--- src/rtl/serial_addsub_pkg.sv ---
// Shared types and sizing helpers for the bit-serial adder/subtractor.
package serial_addsub_pkg;

  typedef enum logic [1:0] {
    StIdle = 2'd0,
    StRun  = 2'd1,
    StDone = 2'd2
  } state_e;

  // Bit counter must be able to hold the value `w` itself so it never wraps mid-run.
  function automatic int unsigned cnt_width(input int unsigned w);
    return $clog2(w + 1);
  endfunction

endpackage

--- src/rtl/halfadder.sv ---
// One-bit half adder.
module halfadder (
  input  logic a_i,
  input  logic b_i,
  output logic s_o,
  output logic c_o
);

  assign s_o = a_i ^ b_i;
  assign c_o = a_i & b_i;

endmodule

--- src/rtl/serial_addsub_ctrl_fa_cell.sv ---
// Combinational one-bit full adder built from two half adders.
module serial_fa_cell (
  input  logic a_i,
  input  logic b_i,
  input  logic c_i,
  output logic s_o,
  output logic c_o
);

  logic s1;
  logic c1;
  logic c2;

  halfadder u_ha0 (
    .a_i (a_i),
    .b_i (b_i),
    .s_o (s1),
    .c_o (c1)
  );

  halfadder u_ha1 (
    .a_i (s1),
    .b_i (c_i),
    .s_o (s_o),
    .c_o (c2)
  );

  assign c_o = c1 | c2;

endmodule

--- src/rtl/serial_addsub_ctrl.sv ---
// Bit-serial adder/subtractor sequencer: accepts an operand pair, runs one full-adder
// cell LSB first for WIDTH cycles, then holds the result until the consumer takes it.
module serial_addsub_ctrl
  import serial_addsub_pkg::*;
#(
  parameter int unsigned WIDTH = 8
) (
  input  logic             clk,
  input  logic             rst_n,
  input  logic             in_valid,
  output logic             in_ready,
  input  logic [WIDTH-1:0] a,
  input  logic [WIDTH-1:0] b,
  input  logic             sub,
  output logic             out_valid,
  input  logic             out_ready,
  output logic [WIDTH-1:0] sum,
  output logic             cout,
  output logic             ovf,
  output logic             busy
);

  localparam int unsigned CntW = cnt_width(WIDTH);
  localparam logic [CntW-1:0] LastBit = CntW'(WIDTH - 1);

  state_e           state_q, state_d;
  logic [WIDTH-1:0] opa_q, opa_d;
  logic [WIDTH-1:0] opb_q, opb_d;
  logic [WIDTH-1:0] res_q, res_d;
  logic             carry_q, carry_d;
  logic [CntW-1:0]  cnt_q, cnt_d;
  logic [WIDTH-1:0] sum_q, sum_d;
  logic             cout_q, cout_d;
  logic             ovf_q, ovf_d;
  logic             out_valid_q, out_valid_d;

  logic cell_s;
  logic cell_c;

  serial_fa_cell u_cell (
    .a_i (opa_q[0]),
    .b_i (opb_q[0]),
    .c_i (carry_q),
    .s_o (cell_s),
    .c_o (cell_c)
  );

  // Next-state and datapath update for the three-phase sequencer.
  always_comb begin
    state_d = state_q;
    opa_d   = opa_q;
    opb_d   = opb_q;
    res_d   = res_q;
    carry_d = carry_q;
    cnt_d   = cnt_q;
    sum_d   = sum_q;
    cout_d  = cout_q;
    ovf_d   = ovf_q;
    unique case (state_q)
      StIdle: begin
        if (in_valid) begin
          // Subtraction is A + ~B + 1: invert B and seed the carry with 1.
          opa_d   = a;
          opb_d   = b ^ {WIDTH{sub}};
          carry_d = sub;
          cnt_d   = '0;
          state_d = StRun;
        end
      end
      StRun: begin
        res_d   = {cell_s, res_q[WIDTH-1:1]};
        opa_d   = opa_q >> 1;
        opb_d   = opb_q >> 1;
        carry_d = cell_c;
        cnt_d   = cnt_q + CntW'(1);
        if (cnt_q == LastBit) begin
          sum_d   = {cell_s, res_q[WIDTH-1:1]};
          cout_d  = cell_c;
          ovf_d   = carry_q ^ cell_c;
          state_d = StDone;
        end
      end
      StDone: begin
        if (out_ready) begin
          state_d = StIdle;
        end
      end
      default: state_d = StIdle;
    endcase
    out_valid_d = (state_d == StDone);
  end

  // State and datapath registers with synchronous active-low reset.
  always_ff @(posedge clk) begin
    if (!rst_n) begin
      state_q     <= StIdle;
      opa_q       <= '0;
      opb_q       <= '0;
      res_q       <= '0;
      carry_q     <= 1'b0;
      cnt_q       <= '0;
      sum_q       <= '0;
      cout_q      <= 1'b0;
      ovf_q       <= 1'b0;
      out_valid_q <= 1'b0;
    end else begin
      state_q     <= state_d;
      opa_q       <= opa_d;
      opb_q       <= opb_d;
      res_q       <= res_d;
      carry_q     <= carry_d;
      cnt_q       <= cnt_d;
      sum_q       <= sum_d;
      cout_q      <= cout_d;
      ovf_q       <= ovf_d;
      out_valid_q <= out_valid_d;
    end
  end

  assign in_ready  = (state_q == StIdle);
  assign busy      = (state_q == StRun) || (state_q == StDone);
  assign out_valid = out_valid_q;
  assign sum       = sum_q;
  assign cout      = cout_q;
  assign ovf       = ovf_q;

endmodule

--- config.mk ---
export PLATFORM = sky130hd
export DESIGN_NAME = serial_addsub_ctrl
export DESIGN_NICKNAME = d
export VERILOG_FILES = /design/src/rtl/serial_addsub_pkg.sv /design/src/rtl/halfadder.sv /design/src/rtl/serial_addsub_ctrl_fa_cell.sv /design/src/rtl/serial_addsub_ctrl.sv
export SDC_FILE = /design/constraint.sdc
export NUM_CORES = 1
export LEC_CHECK = 0
export BUFFER_PORTS_ARGS = -buffer_cell sky130_fd_sc_hd__buf_2
export CAP_MARGIN = 10
export CORE_MARGIN = 10
export CORE_UTILIZATION = 45
export CTS_CLUSTER_DIAMETER = 120
export DETAILED_ROUTE_END_ITERATION = 8
export HOLD_SLACK_MARGIN = 0.03
export PLACE_DENSITY = 0.63
export SLEW_MARGIN = 20
export SYNTH_ARGS = -nofsm -noshare
export SYNTH_HDL_FRONTEND = slang
export SYNTH_HIERARCHICAL = 1
export SYNTH_SLANG_ARGS = --single-unit
--- constraint.sdc ---
create_clock -name clk -period 4.6 [get_ports clk]
set_clock_uncertainty 0.05 [all_clocks]
set_input_delay 1.38 -clock clk [delete_from_list [all_inputs] [get_ports clk]]
set_output_delay 1.38 -clock clk [all_outputs]
set_load 0.02 [all_outputs]
# Word-level counts from Yosys, hierarchy flattened
# Cells that the tools add are included.
[totals]
register_bits = 42
inputBits = 21
elab_cells = 40
[classes]
addsub = 1
n_eq_ne = 5
mux = 12
bitwise_logic = 7
n_reduce_logical = 5
[op_table]
columns = ["operator", "n"]
rows = [
  ["case mux 8 bit (2 select lines)", 2],
  ["2-to-1 mux 8 bit", 2],
  ["case mux 4 bit (2 select lines)", 1],
  ["bitwise XOR 8 bit", 1],
  ["2-to-1 mux 2 bit", 3],
  ["case mux 2 bit (3 select lines)", 1],
  ["adder 4 x 1 -> 4 bit (second input constant)", 1],
  ["equality test 2 bit (second input constant)", 2],
  ["equality test 4 x 3 -> 1 bit (second input constant)", 1],
  ["2-to-1 mux 4 bit", 1],
  ["AND reduction 2 bit", 2],
  ["bitwise XOR 1 bit", 3],
  ["bitwise AND 1 bit", 2],
  ["equality test 2 x 1 -> 1 bit (second input constant)", 1],
  ["zero test 2 bit", 1],
  ["inequality test 2 bit (second input constant)", 1],
  ["case mux 1 bit (2 select lines)", 1],
  ["nonzero test 2 bit", 1],
  ["logical OR 1 bit", 1],
  ["2-to-1 mux 1 bit", 1],
  ["OR 1 bit", 1],
]

# Depth between registers and ports, before layout
[logic_depth]
ltp_word = 4
mapped_depth = 9

# Hierarchy
# The synthesis kept the hierarchy.
[modules_own_cells]
columns = ["mod", "n_inst", "cells_per_inst", "area_each_um2", "seq_area_each_um2"]
rows = [
  ["serial_addsub_ctrl", 1, 212, 1958.1, 820.8],
  ["halfadder", 2, 1, 12.5, 0.0],
  ["serial_fa_cell", 1, 1, 6.3, 0.0],
]

# Worst setup path before layout
# OpenSTA, ideal clock, no wires.
[synth_path]
kind = "input to register"
startpoint = "input port sub"
endpoint = "register opb_q[7]"
arrival_ns = 2.077
t_required_ns = 4.435
slack_ns = 2.359
cell_stages = 5
path_buffers = 1
cell_sequence = "buf_2 xor2_1 a31oi_1 o21ai_0 and2_1"
[synth_between]
elab_chain_cells = 3
[synth_rtl]
columns = ["item", "line", "source"]
rows = [
  ["from (decl)", "serial_addsub_ctrl.sv:14", "input logic sub,"],
  ["bitwise XOR 8 bit", "serial_addsub_ctrl.sv:64", "opb_d = b ^ {WIDTH{sub}};"],
  ["2-to-1 mux 8 bit", "serial_addsub_ctrl.sv:61", "if (in_valid) begin"],
  ["case mux 8 bit (2 select lines)", "serial_addsub_ctrl.sv:59", "unique case (state_q)"],
  ["to (signal assigned)", "serial_addsub_ctrl.sv:109", "opb_q <= opb_d;"],
  ["to (decl)", "serial_addsub_ctrl.sv:28", "logic [WIDTH-1:0] opb_q, opb_d;"],
]
# No other way between the ends. The select of a mux whose other input is x is not followed.
# A chain may end at the register's enable or synchronous reset.

# Worst setup path in the final report
[layout_path]
startpoint = "register state_q[1]"
endpoint = "output port in_ready"
[layout_between]
elab_chain_cells = 1
[layout_rtl]
columns = ["item", "line", "source"]
rows = [
  ["from (decl)", "serial_addsub_ctrl.sv:26", "state_e state_q, state_d;"],
  ["from (signal assigned)", "serial_addsub_ctrl.sv:96", "state_q <= StIdle;"],
  ["from (signal assigned)", "serial_addsub_ctrl.sv:107", "state_q <= state_d;"],
  ["zero test 2 bit", "serial_addsub_ctrl.sv:120", "assign in_ready = (state_q == StIdle);"],
  ["to (decl)", "serial_addsub_ctrl.sv:11", "output logic in_ready,"],
]
# No other way between the ends.

==> out/results.ini <==
[final_layout]
layout-drive-gt1-share=0.1901
diodes=0
syn_to_final_growth_pct=10.88
fin_nets=269
regArea_um2=820.8
fill_cells=443
multi_input_area_um2=1050

[timing]
tns_ns=0
fmax_mhz=356.7
final.min_clock_period_ns=2.804
relSlewSlack=0.4973
rsz0062_at_grt=no
setup_viol=0
period_share=0.6095
drv_slew=0
finalHoldViolCount=0
worstMarginPinSlew_ns=0.7490

[global_route]
grt_use_total=0.1052
antenna_found_initial=0
grt_overflow=0
grt_pass1_wl_um=6396
grt_pass1_vias=1388
grt_max_degree=43

[clock_tree]
cts_resized=0
clk_path_buf_depth=2
cts_made_buffers=5
clock_latency_ns=0.29
cts-hold-fix-buffers=0
clock_sinks=41
cts_setup_buffers=0
htreeDepth=2
clk_pin_slew_ns=0.07
clock-root-buffer=clkbuf_8
cts_tree=built

[power_and_ir_drop]
ir_drop_v=0.0001561
power.density_nw_per_um2=335.3
total_power_uw=739.7
static-leakage-power_nw=0.9550

[die]
fp.dieW_um=86.49
placement_rows=24
initial_core_util=0.4601
ios=34
die_h_um=86.49
die_area_um2=7481
core_area_um2=4324

[worst_setup_path]
end_kind=output port
r2r-end=cout
path_class=register to output port
cp.required_ns=3.17
worstPathArrival_ns=1.37
critPathLaunchType=register
worstPathMaxFanout=11
reg2reg_from=state_q[1]
reg2regPathDepth=7
startpoint=state_q[1]
r2r_slack_ns=2.35
critical_path.endpoint=in_ready

[placement]
port_buffers=33
dp_hpwl_um=2576
gp_congestion=0.7427

[detailed_routing]
antenna_left=0
totalWireLength_um=3785
vias_per_cell=5.010
drc=0
first_iter_violations=70
drt_first_pass_iters=4
vias=1473
wl_per_cell_um=12.87

[synthesis]
synth_compound_area_frac=0.1698
synth-simple-area-share=0.1987
synth_ff_type=dfxtp_1
synth_seq_area_share=0.4126
synth_area_leaders=dfxtp_1 (41%), mux2i_1 (7.5%), nand2_1 (5.7%), o211a_1 (4.5%), ha_1 (4.4%)
yosysWarningCount=6
synth_fa_ha_area_frac=0.04403
synth-xor-area-share=0.03962
synth_top_family_by_area=simple AND/OR/NAND/NOR gates
async_flop_share=0
synth_edf_count=0
synthMuxAreaShare=0.07547
netlist_instances=215
synth_cell_types=34
syn-cell-area_um2=1989
yosys.area.top_type=dfxtp_1
ys_top_cells_by_count=dfxtp_1 (41), nand2_1 (30), mux2i_1 (15)
synth_nets=243
synth.ff_latch_count=41
synth_top_area_frac=0.4126
synth.most_common_cell=dfxtp_1
avgSynthCellArea_um2=9.253

[outcome]
status=completed

[flow_run]
cap_violations=0

[min_path]
min_from=sum[2]
hold_path.class=register to register

flip-flops by register name (all words and copies together), names as in the netlist:
name	count
carry_q	1
opb_q	8
cnt_q	4
res_q	7
cout	1
opa_q	8
sum	8
state_q	2
ovf	1
out_valid	1
critical path, cell delays in order, from the launching register on:
cell     delay [ns]
dfxtp_1        0.33
inv_1          0.12
ha_1           0.39
buf_2          0.24
logic make-up after synthesis:
group,Yosys count
compound gates,47
xor+xnor,9
fa+ha+maj,7
buf+inv,19
flops,41
mux,15
simple gates,77
power by group:
part | leakage (nW) | total, mW | switching [mW] | internal [mW]
Clock | 0.0450 | 0.226 | 0.121 | 0.105
Sequential | 0.334 | 0.388 | 0.0125 | 0.376
Combinational | 0.576 | 0.126 | 0.0697 | 0.0560
cell usage in the layout, fill, tap and decap left out:
cell and count:
or2_0 1, clkbuf_1 1, nor3_1 2, nor2_1 9, xnor2_1 8, buf_2 33
clkinv_2 2, ha_1 7, and2b_1 1, a31oi_1 1, nor3b_1 2, o311ai_4 1
a21oi_1 12, a32oi_1 1, buf_4 1, a211oi_1 1, or2_1 1, o21ai_1 1
nand3_1 10, o211a_1 9, inv_1 4, nor2b_4 1, nor2_8 1, nand2b_1 2
a21boi_0 10, nor2b_1 13, nand2_1 30, a21oi_2 1, nand3b_1 1, dfxtp_1 41
nand2_2 1, and2_1 2, clkbuf_8 5, mux2i_1 15, o21ai_0 10, xor2_1 1
metal layers:
layer	GRT usage	wire, um
met2	0.1483	1595
met1	0.1307	1842
met4	0.05744	58
met5	0	0
met3	0.04597	289
worst min path at each step:
stage              to  slack, ns  depth (start not counted)
6_report       sum[2]       0.41                          2
5_1_grt        sum[2]       0.44                          2
4_1_cts        sum[2]       0.42                          2
3_5_place_dp   sum[5]       0.41                          2
3_3_place_gp   sum[0]       0.40                          2
2_1_floorplan  sum[0]       0.39                          2
layout make-up:
type | count | share of cell area
clock buffers | 6 | 0.03290
clock inverters | 2 | 0.004538
inverters | 4 | 0.006807
multi-input cells | 155 | 0.4759
flip-flops and latches | 41 | 0.3721
well taps | 52 | 0.02950
repair buffers | 34 | 0.07828
stage by stage:
step             util  cells  worst slack, ns  hold slack [ns]  instance area [um2]
2_1_floorplan       -    215            2.359           0.3903                 1989
3_3_place_gp   0.4910    286            1.998           0.4005                 2123
3_5_place_dp   0.4910    286            1.996           0.4069                 2123
4_1_cts        0.5101    294            1.783           0.4177                 2206
5_1_grt        0.5101    294            1.687           0.4353                 2206
6_report       0.5101    294            1.796           0.4117                 2206
(Power assumes the default switching activity.)
